[src/rtl/ws2812b_rx.sv]
// ws2812b_rx - receive-side decoder for the one-wire WS2812B NRZ protocol.
// Synchronizes the raw line and measures each high pulse to decide a 0 or a 1.
// Bits are assembled MSB-first into 24-bit GRB pixels. A long low gap marks the
// latch that ends a frame. Every output is registered.
module ws2812b_rx #(
    parameter int THRESH_CYCLES   = 7,
    parameter int MIN_HIGH_CYCLES = 2,
    parameter int MAX_HIGH_CYCLES = 30,
    parameter int RESET_CYCLES    = 600,
    parameter int IDX_W           = 6
) (
    input  logic             clk,
    input  logic             rst_n,
    input  logic             din,
    output logic [23:0]      pixel_data,
    output logic             pixel_valid,
    output logic [IDX_W-1:0] pixel_index,
    output logic             frame_done,
    output logic [IDX_W:0]   frame_pixels,
    output logic             error,
    output logic             synced
);

    localparam int LCNT_W = $clog2(RESET_CYCLES + 1);
    localparam int HCNT_W = $clog2(MAX_HIGH_CYCLES + 1);

    localparam logic [LCNT_W-1:0] LOW_LIMIT  = LCNT_W'(RESET_CYCLES);
    localparam logic [LCNT_W-1:0] LOW_ZERO   = {LCNT_W{1'b0}};
    localparam logic [LCNT_W-1:0] LOW_ONE    = LCNT_W'(1);
    localparam logic [HCNT_W-1:0] HIGH_LIMIT = HCNT_W'(MAX_HIGH_CYCLES);
    localparam logic [HCNT_W-1:0] HIGH_MIN   = HCNT_W'(MIN_HIGH_CYCLES);
    localparam logic [HCNT_W-1:0] HIGH_ONE   = HCNT_W'(THRESH_CYCLES);
    localparam logic [HCNT_W-1:0] HIGH_ZERO  = {HCNT_W{1'b0}};
    localparam logic [HCNT_W-1:0] HIGH_START = HCNT_W'(1);
    localparam logic [IDX_W:0]    PIX_LIMIT  = {1'b1, {IDX_W{1'b0}}};
    localparam logic [IDX_W:0]    PIX_ZERO   = {(IDX_W+1){1'b0}};
    localparam logic [IDX_W:0]    PIX_ONE    = {{IDX_W{1'b0}}, 1'b1};

    typedef enum logic [1:0] {
        ST_SYNC = 2'd0,
        ST_LOW  = 2'd1,
        ST_HIGH = 2'd2
    } state_t;

    // Synchronizer.
    logic [1:0]        sync_q, sync_d;
    logic              din_s;

    // Control state and counters.
    state_t            state_q, state_d;
    logic [LCNT_W-1:0] low_cnt_q, low_cnt_d;
    logic              latched_q, latched_d;
    logic [HCNT_W-1:0] high_cnt_q, high_cnt_d;
    logic [4:0]        bit_cnt_q, bit_cnt_d;
    logic [IDX_W:0]    pix_cnt_q, pix_cnt_d;
    logic [22:0]       shreg_q, shreg_d;

    // Output registers.
    logic [23:0]       pixel_data_q, pixel_data_d;
    logic              pixel_valid_q, pixel_valid_d;
    logic [IDX_W-1:0]  pixel_index_q, pixel_index_d;
    logic              frame_done_q, frame_done_d;
    logic [IDX_W:0]    frame_pixels_q, frame_pixels_d;
    logic              error_q, error_d;
    logic              synced_q, synced_d;

    // Line events decoded in the next-state process.
    logic              sync_done_s;
    logic              rise_s;
    logic              latch_s;
    logic              overlong_s;
    logic              glitch_s;
    logic              bit_end_s;
    logic              bit_val_s;
    logic [HCNT_W-1:0] high_inc_s;

    assign din_s = sync_q[1];

    // Shift the raw line through two stages before anything looks at it.
    always_comb begin
        sync_d = {sync_q[0], din};
    end

    // Synchronizer flops.
    always_ff @(posedge clk or negedge rst_n) begin
        if (!rst_n) begin
            sync_q <= 2'b00;
        end else begin
            sync_q <= sync_d;
        end
    end

    // State register.
    always_ff @(posedge clk or negedge rst_n) begin
        if (!rst_n) begin
            state_q <= ST_SYNC;
        end else begin
            state_q <= state_d;
        end
    end

    // Next-state logic: classify the current sample and pick the successor state.
    always_comb begin
        state_d     = state_q;
        sync_done_s = 1'b0;
        rise_s      = 1'b0;
        latch_s     = 1'b0;
        overlong_s  = 1'b0;
        glitch_s    = 1'b0;
        bit_end_s   = 1'b0;
        high_inc_s  = high_cnt_q + HIGH_START;
        case (state_q)
            ST_SYNC: begin
                if (!din_s && (low_cnt_q == LOW_LIMIT)) begin
                    sync_done_s = 1'b1;
                    state_d     = ST_LOW;
                end else begin
                    state_d = ST_SYNC;
                end
            end
            ST_LOW: begin
                // The latch is taken from the registered count, and only once per gap.
                latch_s = (low_cnt_q == LOW_LIMIT) && !latched_q;
                if (din_s) begin
                    rise_s  = 1'b1;
                    state_d = ST_HIGH;
                end else begin
                    state_d = ST_LOW;
                end
            end
            ST_HIGH: begin
                if (din_s) begin
                    if (high_inc_s == HIGH_LIMIT) begin
                        overlong_s = 1'b1;
                        state_d    = ST_SYNC;
                    end else begin
                        state_d = ST_HIGH;
                    end
                end else if (high_cnt_q < HIGH_MIN) begin
                    glitch_s = 1'b1;
                    state_d  = ST_LOW;
                end else begin
                    bit_end_s = 1'b1;
                    state_d   = ST_LOW;
                end
            end
            default: begin
                state_d = ST_SYNC;
            end
        endcase
    end

    // Output and datapath logic: counters, shift register and the registered pulses.
    always_comb begin
        low_cnt_d      = low_cnt_q;
        latched_d      = latched_q;
        high_cnt_d     = high_cnt_q;
        bit_cnt_d      = bit_cnt_q;
        pix_cnt_d      = pix_cnt_q;
        shreg_d        = shreg_q;
        pixel_data_d   = pixel_data_q;
        pixel_index_d  = pixel_index_q;
        frame_pixels_d = frame_pixels_q;
        pixel_valid_d  = 1'b0;
        frame_done_d   = 1'b0;
        error_d        = 1'b0;
        bit_val_s      = (high_cnt_q >= HIGH_ONE);
        case (state_q)
            ST_SYNC: begin
                // Hunt for a full low gap; any high restarts the hunt.
                if (din_s) begin
                    low_cnt_d = LOW_ZERO;
                end else if (sync_done_s) begin
                    low_cnt_d = LOW_ZERO;
                    latched_d = 1'b0;
                end else begin
                    low_cnt_d = low_cnt_q + LOW_ONE;
                end
            end
            ST_LOW: begin
                if (latch_s) begin
                    latched_d = 1'b1;
                    bit_cnt_d = 5'd0;
                    pix_cnt_d = PIX_ZERO;
                    error_d   = (bit_cnt_q != 5'd0);
                    if (pix_cnt_q != PIX_ZERO) begin
                        frame_done_d   = 1'b1;
                        frame_pixels_d = pix_cnt_q;
                    end else begin
                        frame_done_d = 1'b0;
                    end
                end else begin
                    latched_d = latched_q;
                end
                // The low count freezes while high so a glitch can resume it.
                if (rise_s) begin
                    high_cnt_d = HIGH_START;
                end else if (low_cnt_q != LOW_LIMIT) begin
                    low_cnt_d = low_cnt_q + LOW_ONE;
                end else begin
                    low_cnt_d = low_cnt_q;
                end
            end
            ST_HIGH: begin
                if (overlong_s) begin
                    error_d    = 1'b1;
                    bit_cnt_d  = 5'd0;
                    pix_cnt_d  = PIX_ZERO;
                    low_cnt_d  = LOW_ZERO;
                    latched_d  = 1'b0;
                    high_cnt_d = HIGH_ZERO;
                end else if (din_s) begin
                    high_cnt_d = high_inc_s;
                end else if (glitch_s) begin
                    high_cnt_d = HIGH_ZERO;
                end else if (bit_end_s) begin
                    high_cnt_d = HIGH_ZERO;
                    low_cnt_d  = LOW_ONE;
                    latched_d  = 1'b0;
                    shreg_d    = {shreg_q[21:0], bit_val_s};
                    if (bit_cnt_q == 5'd23) begin
                        bit_cnt_d = 5'd0;
                        if (pix_cnt_q == PIX_LIMIT) begin
                            // Frame already full: report it and drop the pixel.
                            error_d = 1'b1;
                        end else begin
                            pixel_data_d  = {shreg_q, bit_val_s};
                            pixel_index_d = pix_cnt_q[IDX_W-1:0];
                            pixel_valid_d = 1'b1;
                            pix_cnt_d     = pix_cnt_q + PIX_ONE;
                        end
                    end else begin
                        bit_cnt_d = bit_cnt_q + 5'd1;
                    end
                end else begin
                    high_cnt_d = high_cnt_q;
                end
            end
            default: begin
                low_cnt_d = LOW_ZERO;
            end
        endcase
        synced_d = (state_d != ST_SYNC);
    end

    // Datapath and output registers.
    always_ff @(posedge clk or negedge rst_n) begin
        if (!rst_n) begin
            low_cnt_q      <= LOW_ZERO;
            latched_q      <= 1'b0;
            high_cnt_q     <= HIGH_ZERO;
            bit_cnt_q      <= 5'd0;
            pix_cnt_q      <= PIX_ZERO;
            shreg_q        <= 23'd0;
            pixel_data_q   <= 24'd0;
            pixel_valid_q  <= 1'b0;
            pixel_index_q  <= {IDX_W{1'b0}};
            frame_done_q   <= 1'b0;
            frame_pixels_q <= PIX_ZERO;
            error_q        <= 1'b0;
            synced_q       <= 1'b0;
        end else begin
            low_cnt_q      <= low_cnt_d;
            latched_q      <= latched_d;
            high_cnt_q     <= high_cnt_d;
            bit_cnt_q      <= bit_cnt_d;
            pix_cnt_q      <= pix_cnt_d;
            shreg_q        <= shreg_d;
            pixel_data_q   <= pixel_data_d;
            pixel_valid_q  <= pixel_valid_d;
            pixel_index_q  <= pixel_index_d;
            frame_done_q   <= frame_done_d;
            frame_pixels_q <= frame_pixels_d;
            error_q        <= error_d;
            synced_q       <= synced_d;
        end
    end

    assign pixel_data   = pixel_data_q;
    assign pixel_valid  = pixel_valid_q;
    assign pixel_index  = pixel_index_q;
    assign frame_done   = frame_done_q;
    assign frame_pixels = frame_pixels_q;
    assign error        = error_q;
    assign synced       = synced_q;

endmodule
[config.mk]
export PLATFORM = sky130hd
export DESIGN_NAME = ws2812b_rx
export DESIGN_NICKNAME = d
export VERILOG_FILES = /design/src/rtl/ws2812b_rx.sv
export SDC_FILE = /design/constraint.sdc
export NUM_CORES = 1
export LEC_CHECK = 0
export ABC_AREA = 1
export CORE_UTILIZATION = 40
export CTS_CLUSTER_DIAMETER = 120
export CTS_CLUSTER_SIZE = 14
export DETAILED_ROUTE_END_ITERATION = 10
export PLACE_DENSITY_LB_ADDON = 0.3
export SLEW_MARGIN = 20
export SYNTH_ARGS = -nofsm -noshare
export SYNTH_HDL_FRONTEND = slang
export SYNTH_SLANG_ARGS = --single-unit
[constraint.sdc]
create_clock -name clk -period 5 [get_ports clk]
set_input_delay 1 -clock clk [delete_from_list [all_inputs] [get_ports clk]]
set_output_delay 1 -clock clk [all_outputs]
set_load 0.01 [all_outputs]
---- Word-level counts from Yosys, hierarchy flattened ----
Index checks and enable logic that the tools add are counted.
storage, ports and cells
  output and inout bits ................... 41
  register bits after elaboration ......... 96
  input bits .............................. 3
cells by class
  add/sub/neg operators ................... 4
  equal/unequal tests ..................... 19
  muxes and demuxes ....................... 75
  reductions and logical operators ........ 18
  bitwise logic cells ..................... 4
  $lt $le $gt $ge ......................... 2
operator list
  operator                 number
  $mux W10                 8
  $mux W5                  11
  $mux W7                  7
  $mux W1                  39
  $pmux W10 S3             1
  $reduce_and A7 Y1        3
  $pmux W5 S2              2
  $ne A3 B3 Y1 const B     5
  $reduce_and A5 Y1        3
  $pmux W7 S2              1
  $ne A2 B2 Y1 const B     6
  $add A10 B1 Y10 const B  1
  $add A5 B1 Y5 const B    2
  $eq A10 B10 Y1 const B   1
  $eq A5 B5 Y1 const B     2
  $ne A10 B10 Y1 const B   1
  $add A7 B1 Y7 const B    1
  $eq A7 B7 Y1 const B     1
  $reduce_bool A7 Y1       1
  $mux W2                  3
  $pmux W2 S3              1
  $reduce_and A3 Y1        2
  $ge A5 B3 Y1 const B     1
  $lt A5 B2 Y1 const B     1
  other kinds (12)         18

---- Longest topological paths before layout ----
  word-level depth ........................ 9
  depth in mapped cells ................... 14

---- Worst setup path before layout ----
No wires, ideal clock.
  kind .................................... register -> register
  from .................................... register state_q[0]
  to ...................................... register pixel_data_q[10] (netlist: pixel_data[10])
  data arrival time ....................... 1.607 ns
  cell stages (with the launch flop) ...... 13
  required time ........................... 4.879 ns
  setup time .............................. 0.121 ns
  buffers on the path ..................... 3
  setup slack ............................. 3.271 ns
  cells stage by stage .................... dfrtp_1 inv_1 ha_1 buf_2 inv_1 nor2_1 inv_1 nor2_4 inv_2 buf_6 buf_6 nand2_1 o21ai_1
on the way
  longest elaborated chain between the ends .. 4
  elaborated cells on any way between the ends .. 7
  classes of those cells .................. eq/ne: 1; mux: 3; bitwise: 2; reduce/logical: 1
RTL lines
  element                          line      text
  start: declaration               50        state_t state_q, state_d;
  start signal: assignment         98        state_q <= state_d;
  $eq A2 B2 Y1 (*)                 112, 168
  $mux W1                          112       case (state_q)
  $not A1 Y1 (no line)             -
  $reduce_and A7 Y1 (no line) (*)  -
  end signal: assignment           269       pixel_data_q <= pixel_data_d;
  end: declaration                 59        logic [23:0] pixel_data_q, pixel_data_d;
Mark *: on every way between the ends. The rest lies on a longest branch, timed or not.
A chain may end at the register's enable or synchronous reset.

---- Final worst setup path ----
  from .................................... register state_q[0]
  to ...................................... register pixel_data_q[2] (netlist: pixel_data[2])
The elaborated chain is that of the path after synthesis.

==> results.json <==
{
  "dpl_worst_slack_ns": 2.453,
  "timing_hold_violations_final": 0,
  "avgSynthCellArea_sq_um": 8.366,
  "die_height_um": 109.2,
  "ant_nets": 0,
  "io_buffer_count": 43,
  "grt_util_all_layers_pct": 16.74,
  "number_of_enable_flip_flop_cells_after_synthesis": 0,
  "htree_levels": 3,
  "finish.net_count": 602,
  "cpLargestDelayFamily": "buffers and inverters",
  "setup_viol": 0,
  "critPathCaptureType": "flop",
  "worstSetupPathType": "flop to flop",
  "wire_per_inst_um": 12.22,
  "ctsResizeCount": 0,
  "num_ports": 44,
  "rsz0062_at_grt": "no",
  "initial_utilization_pct": 41.64,
  "vias_per_cell": 4.835,
  "holdBufCountCts": 0,
  "detail_route.drc_violations": 0,
  "leakagePower_nw": 2.434,
  "synth.cell_area_sq_mm": 0.004593,
  "synthesis.instances": 549,
  "tightest_slew_ns": 0.8850,
  "yosysTopAreaCell": "sky130_fd_sc_hd__dfrtp_1",
  "max_freq_mhz": 390.5,
  "synth.yosys.warnings": 0,
  "synth.distinct_cells": 30,
  "fin_worst_skew_ns": 0.01004,
  "placedCellCount": 716,
  "min-delay-path-class": "flop to flop",
  "maxCapViolCount": 0,
  "layout_min_cycle_time_ns": 2.561,
  "first_global_vias": 3428,
  "clk_pin_slew_worst_paths_ns": 0.07,
  "worst-endpoint-required_ns": 5.19,
  "firstDrtPassIters": 4,
  "grt_pass1_wl_um": 15630,
  "grt_antenna_before_repair": 0,
  "layout_common_cells": "sky130_fd_sc_hd__nand2_1 (148), sky130_fd_sc_hd__dfrtp_1 (96), sky130_fd_sc_hd__inv_1 (75)",
  "synth_ff_type": "sky130_fd_sc_hd__dfrtp_1",
  "timing.final.crit_share_pct": 51.21,
  "first_drt_iteration_drcs": 178,
  "numClockSinks": 96,
  "startpoint_type": "flop",
  "die_width_um": 109.2,
  "register_bit_count_reported_by_yosys": 96,
  "ctsRootBufferMaster": "sky130_fd_sc_hd__clkbuf_16",
  "worst_skew_pair.late_latency_ns": 0.34,
  "share_comb_of_total_power_pct": 1.8,
  "antenna_cells": 0,
  "layout.cells.most_common": "sky130_fd_sc_hd__nand2_1",
  "power_mw": 1.474,
  "clock_power_share_pct": 45.1,
  "powerDensity_mw_per_mm2": 273.0,
  "path_max_fanout": 59,
  "slew_viol_final": 0,
  "cts_buffer_depth": 2,
  "synth_area_leaders": "sky130_fd_sc_hd__dfrtp_1 (52%), sky130_fd_sc_hd__nand2_1 (12%), sky130_fd_sc_hd__o21ai_0 (6.9%)",
  "synth-seq-area-share_pct": 52.30,
  "drt_wl_total_um": 8945,
  "grt.overflow.total": 0,
  "cts_tree": "yes",
  "detailedPlacementHpwl_um": 6163,
  "cell_internal_pwr_mw": 1.143,
  "placement_rows": 38,
  "critical_path_buf_inv_count": 5,
  "worst-endpoint-arrival_ns": 2.75,
  "final_cell_count_no_fill": 732,
  "crit_slowest_cell": "sky130_fd_sc_hd__dfrtp_1",
  "gpl.final_weighted_congestion": 0.8420,
  "power.switching_mw": 0.3315,
  "maxSlewHeadroom_pct": 40.91,
  "maximum_number_of_pins_on_one_net_before_global_route_repair": 60,
  "drive_above_1_share_pct": 8.446,
  "dr_total_vias": 3539,
  "fin_ws_ns": 2.439,
  "cts_buffers": 9,
  "fp.coreArea_sq_mm": 0.01103,
  "syn_nets": 564,
  "flow.area_growth_from_synthesis_pct": 17.57,
  "cts.repair_timing.setup_buffer_count": 0,
  "die_area_sq_mm": 0.01192,
  "ys_async_sr_fraction_pct": 100.0,
  "netSwitchingFraction_pct": 22.49,
  "seqPwrFrac_pct": 53.1,
  "cp_slowest_stage_delay_ns": 0.41,
  "worstPathCellList": "inv_1 -> ha_1 -> inv_1 -> nor2_2 -> buf_4 -> inv_1 -> nor2_4 -> inv_2 -> nand2_1 -> o21ai_0",
  "setup_total_negative_slack_ns": 0,
  "run_status": "finished, final reports clean",
  "critical_path.most_common_cell": "sky130_fd_sc_hd__inv_1",
  "setup.reg_to_reg.worst_slack_ns": 2.44,
  "max_vdd_drop_mv": 0.1454,
  "synth.top_cell.area_share_pct": 52.30
}
## final timing paths
kind	start	endpoint	cells past startpoint
max	state_q[0]$_DFF_PN0_	pixel_data[2]$_DFFE_PN0P_	10
min	sync_q[0]$_DFF_PN0_	sync_q[1]$_DFF_PN0_	0
max reg2reg	state_q[0]$_DFF_PN0_	pixel_data[2]$_DFFE_PN0P_	10
min reg2reg	sync_q[0]$_DFF_PN0_	sync_q[1]$_DFF_PN0_	0
max in group asynchronous	rst_n	frame_pixels[2]$_DFFE_PN0P_	2
min in group asynchronous	rst_n	pixel_data[19]$_DFFE_PN0P_	1
## metrics by stage
step | instance area [sq um] | hold WS [ns] | utilization, %
final | 5400 | 0.3674 | 48.96
after global routing | 5400 | 0.3749 | 48.96
after CTS | 5400 | 0.3719 | 48.96
after detailed placement | 5111 | 0.3484 | 46.34
after global placement | 5111 | 0.3566 | 46.34
after floorplan | 4593 | 0.3312 | -
## cell families (layout without fill, tap and decap cells)
| logic type | Yosys count | after routing | synth area share [%] |
|---|---|---|---|
| AOI/OAI and AO/OA | 98 | 98 | 10.95 |
| DFF | 96 | 96 | 52.30 |
| xor gates and xnor gates | 6 | 6 | 1.144 |
| and+or+nand+nor | 236 | 236 | 23.32 |
| adders and majority gates | 12 | 12 | 3.269 |
| buffers and inverters | 101 | 144 | 9.017 |
## power by group through the flow
stage          Clock [mW]  Combinational (mW)  Sequential (mW)
2_1_floorplan           0             0.00901            0.797
3_3_place_gp            0              0.0282            0.798
3_5_place_dp            0              0.0290            0.798
4_1_cts             0.688              0.0290            0.782
5_1_grt             0.713              0.0329            0.783
6_report            0.664              0.0271            0.783
## sequential cells by signal, indices dropped and copies added (netlist names)
signal / flops
pixel_valid: 1
pix_cnt_q: 7
error: 1
state_q: 2
bit_cnt_q: 5
latched_q: 1
low_cnt_q: 10
frame_done: 1
pixel_index: 6
shreg_q: 23
high_cnt_q: 5
pixel_data: 24
frame_pixels: 7
synced: 1
sync_q: 2
## cell usage after synthesis (2+ instances only)
cell	count
sky130_fd_sc_hd__a21oi_1	8
sky130_fd_sc_hd__a31oi_1	3
sky130_fd_sc_hd__buf_2	8
sky130_fd_sc_hd__buf_6	3
sky130_fd_sc_hd__clkbuf_1	5
sky130_fd_sc_hd__clkbuf_2	2
sky130_fd_sc_hd__dfrtp_1	96
sky130_fd_sc_hd__ha_1	12
sky130_fd_sc_hd__inv_1	75
sky130_fd_sc_hd__inv_2	8
sky130_fd_sc_hd__nand2_1	148
sky130_fd_sc_hd__nand2_2	5
sky130_fd_sc_hd__nand3_1	25
sky130_fd_sc_hd__nand3_2	4
sky130_fd_sc_hd__nand4_1	12
sky130_fd_sc_hd__nor2_1	26
sky130_fd_sc_hd__nor2_2	4
sky130_fd_sc_hd__nor2_4	5
sky130_fd_sc_hd__nor3b_1	2
sky130_fd_sc_hd__o21ai_0	63
sky130_fd_sc_hd__o21ai_1	20
sky130_fd_sc_hd__o22ai_1	2
sky130_fd_sc_hd__xor2_1	6
## final cells by class
type	instances	area [sq um]
tap	140	175.2
sequential	96	2402
timing repair buffer	45	442.9
clock inverter	6	50.05
inverter	83	311.5
multi-input combinational	352	1779
clock buffer	10	239.0
fill	1083	5630
## routing by layer
layer / share of wire [%] / wire length (um) / GRT usage [%] / vias up
met5: 0 / 0 / 0 / -
met4: 0.75 / 67 / 5.695 / 0
met3: 2.5 / 222 / 3.706 / 7
met2: 46 / 4122 / 25.79 / 46
met1: 51 / 4533 / 23.20 / 1670
li1: - / - / - / 1816
No activity file was read; power rests on OpenSTA's default activity.
